==> src/rtl/mc_controller.sv <==
// Multicycle MIPS main controller: Moore FSM sequencing fetch/decode/execute
// states, plus the combinational ALU decoder driven by the registered aluop.
module mc_controller (
  input  logic       clk,
  input  logic       reset,
  input  logic [5:0] op,
  input  logic [5:0] funct,
  input  logic       zero,
  output logic       memtoreg,
  output logic       regdst,
  output logic       lord,
  output logic       alusrca,
  output logic       irwrite,
  output logic       memwrite,
  output logic       pcen,
  output logic       regwrite,
  output logic [1:0] pcsrc,
  output logic [1:0] alusrcb,
  output logic [2:0] alucontrol
);

  localparam logic [3:0] FETCH    = 4'd0;
  localparam logic [3:0] DECODE   = 4'd1;
  localparam logic [3:0] MEMADR   = 4'd2;
  localparam logic [3:0] MEMRD    = 4'd3;
  localparam logic [3:0] MEMWB    = 4'd4;
  localparam logic [3:0] MEMWR    = 4'd5;
  localparam logic [3:0] EXECUTE  = 4'd6;
  localparam logic [3:0] ALUWB    = 4'd7;
  localparam logic [3:0] BRANCH   = 4'd8;
  localparam logic [3:0] ADDIEXEC = 4'd9;
  localparam logic [3:0] ADDIWB   = 4'd10;
  localparam logic [3:0] JUMP     = 4'd11;

  typedef struct packed {
    logic       memtoreg;
    logic       regdst;
    logic       lord;
    logic       alusrca;
    logic       irwrite;
    logic       memwrite;
    logic       regwrite;
    logic       pcwrite;
    logic       branch;
    logic [1:0] pcsrc;
    logic [1:0] alusrcb;
    logic [1:0] aluop;
  } ctrl_t;

  // Moore output table; unknown state codes decode to all-zero controls.
  function automatic ctrl_t ctrl_of(input logic [3:0] s);
    ctrl_t c;
    c = '0;
    case (s)
      FETCH:    begin c.irwrite = 1'b1; c.pcwrite = 1'b1; c.alusrcb = 2'b01; end
      DECODE:   c.alusrcb = 2'b11;
      MEMADR:   begin c.alusrca = 1'b1; c.alusrcb = 2'b10; end
      MEMRD:    c.lord = 1'b1;
      MEMWB:    begin c.memtoreg = 1'b1; c.regwrite = 1'b1; end
      MEMWR:    begin c.lord = 1'b1; c.memwrite = 1'b1; end
      EXECUTE:  begin c.alusrca = 1'b1; c.aluop = 2'b10; end
      ALUWB:    begin c.regdst = 1'b1; c.regwrite = 1'b1; end
      BRANCH:   begin c.alusrca = 1'b1; c.pcsrc = 2'b01; c.branch = 1'b1; c.aluop = 2'b01; end
      ADDIEXEC: begin c.alusrca = 1'b1; c.alusrcb = 2'b10; end
      ADDIWB:   c.regwrite = 1'b1;
      JUMP:     begin c.pcsrc = 2'b10; c.pcwrite = 1'b1; end
      default:  c = '0;
    endcase
    return c;
  endfunction

  logic [3:0] state_q, state_d;
  ctrl_t      ctrl_q, ctrl_d;

  // Next-state selection; anything without a successor returns to FETCH.
  always_comb begin
    state_d = FETCH;
    case (state_q)
      FETCH:    state_d = DECODE;
      DECODE: begin
        case (op)
          6'b100011, 6'b101011: state_d = MEMADR;
          6'b000000:            state_d = EXECUTE;
          6'b000100:            state_d = BRANCH;
          6'b001000:            state_d = ADDIEXEC;
          6'b000010:            state_d = JUMP;
          default:              state_d = FETCH;
        endcase
      end
      MEMADR: begin
        if (op == 6'b100011) state_d = MEMRD;
        else                 state_d = MEMWR;
      end
      MEMRD:    state_d = MEMWB;
      EXECUTE:  state_d = ALUWB;
      ADDIEXEC: state_d = ADDIWB;
      default:  state_d = FETCH;
    endcase
    ctrl_d = ctrl_of(state_d);
  end

  // Controls are registered alongside the state so outputs never glitch on decode.
  always_ff @(posedge clk or posedge reset) begin
    if (reset) begin
      state_q <= FETCH;
      ctrl_q  <= ctrl_of(FETCH);
    end else begin
      state_q <= state_d;
      ctrl_q  <= ctrl_d;
    end
  end

  // ALU decoder: funct only matters for R-type execution.
  always_comb begin
    alucontrol = 3'b010;
    case (ctrl_q.aluop)
      2'b00: alucontrol = 3'b010;
      2'b01: alucontrol = 3'b110;
      2'b10: begin
        case (funct)
          6'b100000: alucontrol = 3'b010;
          6'b100010: alucontrol = 3'b110;
          6'b100100: alucontrol = 3'b000;
          6'b100101: alucontrol = 3'b001;
          6'b101010: alucontrol = 3'b111;
          default:   alucontrol = 3'b010;
        endcase
      end
      default: alucontrol = 3'b010;
    endcase
  end

  assign memtoreg = ctrl_q.memtoreg;
  assign regdst   = ctrl_q.regdst;
  assign lord     = ctrl_q.lord;
  assign alusrca  = ctrl_q.alusrca;
  assign irwrite  = ctrl_q.irwrite;
  assign memwrite = ctrl_q.memwrite;
  assign regwrite = ctrl_q.regwrite;
  assign pcsrc    = ctrl_q.pcsrc;
  assign alusrcb  = ctrl_q.alusrcb;
  assign pcen     = ctrl_q.pcwrite | (ctrl_q.branch & zero);

endmodule

==> config.mk <==
export PLATFORM = sky130hd
export DESIGN_NAME = mc_controller
export DESIGN_NICKNAME = d
export VERILOG_FILES = /design/src/rtl/mc_controller.sv
export SDC_FILE = /design/constraint.sdc
export NUM_CORES = 1
export LEC_CHECK = 0
export BUFFER_PORTS_ARGS = -buffer_cell sky130_fd_sc_hd__buf_4
export CORE_UTILIZATION = 49
export DETAILED_ROUTE_END_ITERATION = 10
export PLACE_DENSITY = 0.83
export SETUP_SLACK_MARGIN = 0.5
export SYNTH_ARGS = -nofsm -noshare
export SYNTH_HDL_FRONTEND = slang
export SYNTH_SLANG_ARGS = --single-unit
==> constraint.sdc <==
create_clock -name clk -period 2.32 [get_ports clk]
set_clock_uncertainty 0.15 [all_clocks]
set_input_delay 0.232 -clock clk [delete_from_list [all_inputs] [get_ports clk]]
set_output_delay 0.232 -clock clk [all_outputs]
set_load 0.05 [all_outputs]
After elaboration in Yosys (flattened, before gate mapping):

Index checks and enable logic that the tools add are counted.

* reduce and logical (&&, ||, !) cells: 9
* muxes and demuxes: 17
* equality and inequality tests: 27
* bitwise gates (word level): 2

Operator list (count)
* $eq 6x6->1 const B: 6
* $pmux 4 s6: 1
* $eq 4x3->1 const B: 5
* $eq 4x4->1 const B: 5
* $pmux 4 s5: 1
* $eq 4x2->1 const B: 4
* $pmux 3 s4: 1
* $mux 1: 9
* $eq 4x1->1 const B: 2
* $logic_not 4->1: 2
* $pmux 2 s2: 2
* $reduce_or 2->1: 4
* $eq 6x2->1 const B: 1
* $eq 6x3->1 const B: 1
* $eq 6x4->1 const B: 1
* $logic_not 6->1: 1
* $pmux 2 s3: 1
* $pmux 3 s2: 1
* $reduce_or 4->1: 1
* $mux 3: 1
* $reduce_or 3->1: 1
* $eq 2x1->1 const B: 1
* $eq 2x2->1 const B: 1
* $and 1x1->1: 1
* $or 1x1->1: 1

* bits of input ports: 15
* logic and storage cells: 68
* output and inout bits: 15
* bits in registers: 19

Longest topological paths before layout:

Gate-level depths: netlist of run 1.

* depth after elaboration: 7
* depth in mapped cells: 6
* depth with buffers taken out: 6

Worst setup path before layout of run 1:

OpenSTA, ideal clock, no wires.

* kind: register to output
* start: reg ctrl_q[0] in the netlist's numbering
* end: out alucontrol[1]
* stages on the path, launching flop included: 5
* buffers on the path: 0
* path slack: 0.233 ns
* data required time: 1.938 ns
* data arrival time: 1.705 ns
* path through: dfrtp_1 inv_1 ha_1 inv_1 o21ai_0

* cells in the longest elaborated chain, start to end: 2
* elaborated cells on any way between the ends: 3
* those cells by class: eq/ne (2); mux (1)

RTL lines
* start: declaration: line 73 `ctrl_t ctrl_q, ctrl_d;`
* start signal: assignment: line 106 `ctrl_q <= ctrl_of(FETCH);`
* start signal: assignment: line 109 `ctrl_q <= ctrl_d;`
* $eq 2x2->1 or $eq 2x1->1 (tied branches): line 116 `case (ctrl_q.aluop)`
* $pmux 3 s2 *: line 116
* end: declaration: line 19 `output logic [2:0] alucontrol`

Every way passes the cells marked *; elsewhere a longest branch is shown, timed or not.

Worst setup path in the final report of run 1:

* start: reg ctrl_q[0] in the netlist's numbering
* end: out alucontrol[2]

Same word-level chain as after synthesis.

==> results.md, run 1 <==
- The area growth from synthesis to layout is 41.99%.
- Input and output buffers added on the ports amount to 29.
- At the worst endpoint, the required time is 1.94 ns.
- The top fanout value on the critical path is 2.
- The total detailed-routing wirelength is between 2000 and 2500 um.
- The number of H-tree levels is 1.
- The DRC marker count from the first detailed-route iteration is 33.
- After filler insertion, the fill cell instance count of the layout stands at 126.
- Setup repair after global routing could not meet its margin everywhere.
- The core footprint is ~1800 um^2.
- The share of async-settable or async-resettable flops after synthesis is 1.000.
- In the final layout, the multi-input gates occupy between 400 and 500 um^2.
- After synthesis, the share of cell area in mux cells is 0.
- Summed over all layers, the global routing overflow is 0.
- Row generation in the floorplan step produced 15 rows.
- The fraction of the mapped netlist area in adder cells is 0.02649.
- The most critical setup path has its startpoint at ctrl_q[0].
- The number of clock sinks seen by CTS is 18.
- The share of total power dissipated in sequential elements is 0.367.
- IR analysis of the VDD net gives a maximum drop of 0.6875 mV.
- The critical register-to-register path endpoint is alusrcb[1].
- The detailed router placed between 800 and 900 vias in this run.
- The floorplan step defined a die boundary enclosing between 2000 and 2500 um^2.
- Of the total synthesized cell area, the portion taken by AND, OR, NAND and NOR gates is 0.2318.
- TritonCTS created 3 clock buffers.
- The xor/xnor cell area share of the yosys netlist is 0.02781.
- The maximum buffer depth of the clock tree is 2.
- Based on the critical path, the design can be clocked at up to ~0.5 GHz.
- The fraction of the yosys area taken by sequential cells is 0.4808.
- The first global-routing pass estimated roughly 3300 um of wire.
- The share of total power dissipated in the clock network is 0.164.
- Counting flops with a built-in enable in the synthesized netlist gives 0.
- The number of global-route vias before repair is 778.
- The fraction of final layout cells sized beyond drive strength 1 is 0.5078.
- Dividing the detail-routed wire length by the instance count gives about 14 um.
- The most critical setup path has its endpoint at alucontrol[2].
- The number of violations of the max-capacitance limit is 0.
- The cell accounting for the most synthesized area is dfrtp_1.
- The path class of the tightest hold or removal check is in -> reg.
- The sum of negative setup slack is 0 ns.
- The DRC violation count after routing is 0.
- By area, the combinational part of the netlist is dominated by simple AND/OR/NAND/NOR gates.
- The power density over the cells is between 800 and 900 nW/um^2.
- Sorting the synthesized cells by area gives the leading types as dfrtp_1 (40%), dfstp_2 (8.3%), inv_1 (4.0%).
- TritonCTS built the clock tree.
- The repair_antennas step left the layout with diodes totalling 0.
- The first detailed-routing pass took 4 iterations.
- The post-layout net count is 146.
- Counting cells, the worst reg-to-reg path comes to 4.
- For this design the total switching power over the nets is 0.0004607 W.
- The final critical-path setup slack is 0.3310 ns.
- The critical path in this run is classified as reg -> out.
- The initial cell density of the core is 0.5355.
- The final setup violation count is 0.
- The later pin in the worst-skew pair is clocked with a latency of around 0.29 ns.
- For the worst setup path, the data arrival time is 1.61 ns.
- The flow ran to the end, and the final reports show no timing, DRC or antenna violations.
- Entering global routing, the biggest net connects 19 pins.
- The internal reg-to-reg setup slack is approximately 0.46 ns.
- The half-perimeter wire length after detailed placement is between 1000 and 1500 um.
- At the end of routability-driven placement, the weighted congestion stood at roughly 0.88.
- Of the total power, the share spent switching nets is 0.3962.
- The complex-gate fraction of the synthesized area is 0.1523.
- The share of total power in combinational logic is 0.470.
- The combined global-route utilization of all metal layers is 0.2239.
- Counting I/O delays and the setup requirement, the final critical path takes approximately 2 ns.
- STA classifies the critical path endpoint as an output pin.
- The count of cell types in the netlist is between 40 and 50.
- The post-placement worst setup slack is 0.2771 ns.
- The share of synthesized area in the top cell type comes to 0.3974.
- The average instance area after synthesis is 10.27 um^2.
- The residual antenna-violating net count after detailed routing is 0.
- Cell internal power was estimated by the tool at around 0.00070 W.
- The area taken by flip-flops and latches is between 400 and 500 um^2.
- The register bit total from synthesis is 18.
- The warning count from the yosys run is 0.
- At the pin with the least slew margin, the transition time is 0.6602 ns.
- The number of antenna violations at the first check in global routing is 0.
- The category of the worst setup path launch point is a register.
- The width of the chip is 45.91 um.
- The source of the worst register-to-register timing path is state_q[1].
- The die is ~46 um tall.
- The post-synthesis instance area is between 900 and 1000 um^2.
- The number of nets handed over by synthesis was approximately 110.
- The clock-pin slew reported for the worst setup and hold paths after clock tree synthesis is about 0.1 ns.
- Of the available clock period, the critical path in the final layout requires 0.8573.
- The final count of pins violating max slew was 0.
- The leakage power of the design is 0.6495 nW.
- Using the TritonRoute via totals, the vias-per-cell ratio works out to between 5 and 6.
- The predominant post-synthesis flop cell is dfrtp_1.
- In this run the tightest slew margin relative to its limit is 0.5594.
- In this run the count of I/O pins placed on the die edge is 30.
- The final count of hold timing violations was 0.
- The synthesized instance count is 92.
- The buffer cell driving the clock tree root is clkbuf_4.
## layer usage
metal	global-route usage	up-vias	wire length (um)
li1	-	398	-
met1	0.2462	382	886
met2	0.3887	30	1142
met3	0.03175	4	91
met4	0.1588	0	44
met5	0	-	0
## power by group through the flow
stage / combinational [W] / sequential, W / clock, W
CTS: 0.000510 / 0.000424 / 0.000195
floorplan: 0.000297 / 0.000496 / 0
global placement: 0.000475 / 0.000430 / 0
detailed placement: 0.000479 / 0.000432 / 0
finish: 0.000546 / 0.000426 / 0.000191
global route: 0.000578 / 0.000431 / 0.000210
## state kept, by name (all words and copies together) (netlist names)
name,cells
regwrite,1
ctrl_q,3
regdst,1
pcsrc,2
lord,1
state_q,4
memtoreg,1
irwrite,1
alusrcb,2
alusrca,1
memwrite,1
## layout by cell type, fill, tap and decap left out, drive strengths merged, types with 3 or more instances in the layout
| cell type | netlist | final |
|---|---|---|
| nor2 | 10 | 10 |
| dfrtp | 15 | 15 |
| nor3 | 3 | 3 |
| clkbuf | 1 | 4 |
| inv | 10 | 10 |
| nor4 | 3 | 3 |
| nand3 | 3 | 3 |
| dfstp | 3 | 3 |
| buf | 5 | 37 |
| or2 | 3 | 3 |
## layout make-up
class / count / area share
clock buffers: 4 / 0.02705
flip-flops and latches: 18 / 0.3405
well taps: 25 / 0.02332
repair buffers: 38 / 0.2229
inverters: 10 / 0.02798
multi-input cells: 58 / 0.3582
## kinds of logic (layout without fill, tap and decap cells)
family,count (synthesis),count (layout)
flip-flops,18,18
AO/OA/AOI/OAI,16,16
buffers and inverters,16,52
XOR/XNOR,3,3
adder cells (fa/ha/maj),2,2
AND/OR/NAND/NOR,37,37
## through the flow
stage	power (W)	cell area, um^2	instances	hold slack, ns	utilization
5_1_grt	0.001219	1341	153	0.01463	0.7603
2_1_floorplan	0.0007926	968.4	92	0.01838	-
6_report	0.001163	1341	153	0.01922	0.7603
3_3_place_gp	0.0009051	1186	141	0.2020	0.6723
4_1_cts	0.001128	1300	150	0.01011	0.7369
3_5_place_dp	0.0009109	1186	141	0.2147	0.6723
## worst min path at each step
stage / end / start / cells after the start / slack (ns)
5_1_grt: ctrl_q[1] / op[2] / 2 / 0.01
6_report: ctrl_q[1] / op[2] / 2 / 0.02
2_1_floorplan: alusrca / reset / 1 / 0.02
3_3_place_gp: pcsrc[1] / reset / 2 / 0.20
4_1_cts: ctrl_q[1] / op[2] / 2 / 0.01
3_5_place_dp: alusrcb[1] / reset / 2 / 0.21
## what timing repair did
| action | CTS | global route |
|---|---|---|
| hold buffers | 1 | 0 |
| endpoints found under the hold margin | 15 | 0 |
| endpoints found under the setup margin | 8 | 8 |
| pin swaps | 6 | 3 |
| gates resized for setup | 9 | 6 |
| buffers inserted | 4 | 3 |
| gates cloned | 0 | 0 |
## critical path, stage by stage, from the launching register on
cell and delay, ns:
dfrtp_1 0.39, inv_1 0.06, ha_2 0.18, inv_2 0.05
nor4_4 0.28, nor2_1 0.08, nor2_2 0.10, buf_6 0.16
## synth_stat cells (2+ instances only)
| cell type | number |
|---|---|
| dfstp_2 | 3 |
| buf_4 | 4 |
| inv_1 | 10 |
| o21a_1 | 2 |
| nand3_1 | 3 |
| nand2_1 | 2 |
| nand2b_1 | 2 |
| xor2_1 | 2 |
| o21ai_0 | 2 |
| ha_1 | 2 |
| o31ai_1 | 2 |
| nor3_1 | 3 |
| nor4_1 | 3 |
| nor2_1 | 10 |
| nand4b_1 | 2 |
| dfrtp_1 | 15 |
No activity file was read; power rests on OpenSTA's default activity.
==> run 2: changes to the inputs <==
Settings changed: GPL_TIMING_DRIVEN set to 0.
==> run 2 against run 1 <==
Effect of this change:
- clock-buffer cell count stayed put
- non-clock buffer count increased by 9
- sequential power up 0.9%
- critical path type unchanged
- core utilization grew 5.0 points
- via count rose by 8.7%
- final cell count is 5.9% higher
- routed wire length up 6.2%
- worst setup slack worse by 0.0089 ns
- power grew 4.2%
- first-iteration DRC count up 39%
==> results.md, run 2 (same netlist as run 1, synthesis figures left out) <==
- The internal power of the cells totals between 0.0007 and 0.0008 W.
- For this run, the total global-route usage over all layers was measured as 0.2235.
- The flow ran to the end, and the final reports show no timing, DRC or antenna violations.
- For this design the total switching power over the nets is 0.0004819 W.
- At the end of the flow the core is filled with cells to 0.8106.
- TritonCTS built the clock tree.
- The kind of path behind the tightest hold check is in -> reg.
- The number of violations of the max-capacitance limit is 0.
- The largest registers in the layout are state_q (4), ctrl_q (3).
- The switching share of power is 0.3978.
- The register with the most flip-flops in the final layout is state_q.
- Entering global routing, the biggest net connects 19 pins.
- The final critical-path share of the clock period is 0.8612.
- The delay of the slowest cell on the worst path is 0.39 ns.
- The clock passes through at most 2 buffers.
- The total clock buffers created by CTS is 3.
- Setup repair after global routing could not meet its margin everywhere.
- Measured along the y axis, the die boundary spans 45.91 um.
- For this run, design rule violations remaining after detail routing come to 0.
- The total area of multi-input combinational cells is ~500 um^2.
- In the layout the commonest cells are buf_4 (41), dfrtp_1 (12), nor2_1 (9).
- The congestion estimate from routability-driven global placement came to roughly 0.90.
- The first-pass GRT wire length is approximately 3200 um.
- After floorplanning, the core was sized to cover roughly 1800 um^2.
- The most frequent standard cell in the layout excluding fill and tap cells is buf_4.
- The critical path class is reg -> out.
- Of the total power, combinational logic draws 0.485.
- The fmax is 0.5005 GHz.
- The top fanout value on the critical path is 2.
- In the final layout, the share of cells above drive strength 1 is 0.5766.
- At the pin with the least slew margin, the transition time is 0.6835 ns.
- In this run the count of I/O pins placed on the die edge is 30.
- The largest individual stage delay along the critical path comes from the cell dfrtp_1.
- The final count of hold timing violations was 0.
- Counting tap cells, the placed design contains a total of 145 instances.
- Walking the worst path, the cells encountered are inv_1 > ha_2 > inv_2 > nor4_4 > a32o_2 > buf_8.
- The analysis attributes to cell leakage a power of 0.7007 nW.
- Measured against its own limit, the worst slew margin works out to 0.5438.
- The number of placement rows is 15.
- The number of antenna diodes in the final layout is 0.
- The DRC marker count from the first detailed-route iteration is between 40 and 50.
- The later pin in the worst-skew pair is clocked with a latency of 0.30 ns.
- The initial cell density of the core is 0.5355.
- The post-route minimum period is roughly 2 ns.
- The maximum ir drop on the vdd rail is between 0.7 and 0.8 mV.
- The total detailed-routing wirelength is 2299 um.
- CTS built an H-tree with a depth of 1.
- The endpoint required time on the critical path is between 1.5 and 2 ns.
- Clock-pin slew was measured on the worst setup and hold paths at ~0.10 ns.
- The register with the most flip-flops in the layout has 4 of them.
- The sum of negative setup slack is 0 ns.
- The post-layout net count is roughly 160.
- STA classifies the critical path startpoint as a register.
- The share of total power dissipated in the clock network is 0.161.
- Clock tree synthesis selected as its root buffer the cell clkbuf_4.
- After global routing the overflow that remains totals 0.
- The number of clock sinks seen by CTS is 18.
- Power comes to 0.001211 W.
- The average detailed-routed wire length per instance is around 14 um.
- The final count of pins violating max slew is 0.
- In this run the horizontal extent of the chip is between 40 and 50 um.
- Input and output buffers added on the ports amount to 28.
- The die covers between 2000 and 2500 um^2.
- The area growth from synthesis to final layout is 51.39%.
- The number of optimization iterations in the first detailed-route pass is 4.
- Setup violations remaining at the end of the flow were counted as 0.
- The non-filler instance count after layout is 162.
- The number of global-route vias before repair was 770.
- The category of the worst setup path capture point is an output pin.
- The number of vias in the routed layout is just under 900.
- The power density over the cells is 847.0 nW/um^2.
- The number of antenna violations at the first check in global routing is 0.
- Of the total power, registers draw 0.355.
- The count of filler cells inserted in the layout is between 100 and 150.
- The count of nets left with antenna violations once routing finished came out at 0.
- The area taken by flip-flops and latches is 457.9 um^2.
- Dividing the detail-routed via count by the number of cells gives about 5.5.
- Summed over all nets, the half-perimeter wirelength after detailed placement is 1415 um.
- The arrival time of the worst setup path is around 1.6 ns.
run 2: metrics by stage:
stage / instance area, um^2 / worst slack [ns] / hold WS, ns
floorplan: 968.4 / 0.5011 / 0.01838
global placement: 1210 / 0.2481 / 0.2013
detailed placement: 1210 / 0.2295 / 0.2119
CTS: 1360 / 0.3537 / 0.01498
global route: 1430 / 0.2284 / 0.001856
finish: 1430 / 0.3221 / 0.01234
run 2: timing repair:
action	in CTS	in global routing
buffers inserted	8	4
pin swaps	7	5
endpoints found under the setup margin	8	10
gates resized for setup	11	13
hold endpoints to repair	15	0
hold buffers	1	0
run 2: final timing paths:
| check | endpoint | from | cells past startpoint | slack, ns |
|---|---|---|---|---|
| max in group asynchronous | state_q[2] | reset | 3 | 1.10 |
| max reg2reg | alusrcb[1] | state_q[1] | 4 | 0.44 |
| max | alucontrol[0] | ctrl_q[0] | 6 | 0.32 |
| min | ctrl_q[1] | op[2] | 2 | 0.01 |
| min reg2reg | regdst | state_q[3] | 1 | 0.49 |
| min in group asynchronous | alusrcb[1] | reset | 3 | 0.43 |
run 2: final cells by class:
cell class,count,share of cell area
Tap cell,25,0.02187
Inverter,10,0.02625
Multi-Input combinational cell,58,0.3508
Buffer,6,0.02800
Sequential cell,18,0.3202
Clock buffer,4,0.02537
Timing Repair Buffer,41,0.2275
run 2: power groups by stage:
stage	Combinational, W	Sequential, W	Clock (W)
after global placement	0.000488	0.000429	0
after detailed placement	0.000496	0.000430	0
after floorplan	0.000297	0.000496	0
after global routing	0.000622	0.000434	0.000210
after CTS	0.000549	0.000423	0.000191
final	0.000587	0.000430	0.000195
run 2: routing by layer:
metal | up-vias | track usage | part of all wire
li1 | 419 | - | -
met1 | 426 | 0.2551 | 0.40
met2 | 36 | 0.4000 | 0.53
met3 | 4 | 0.04762 | 0.048
met4 | 0 | 0.08824 | 0.015
met5 | - | 0 | 0
run 2: critical path: cells and delay by family (launching register included):
kind,cells,cell delay (ns)
buffers and inverters,3,0.26
AOI/OAI and AO/OA,1,0.20
adders and majority gates,1,0.18
and+or+nand+nor,1,0.30
DFF,1,0.39
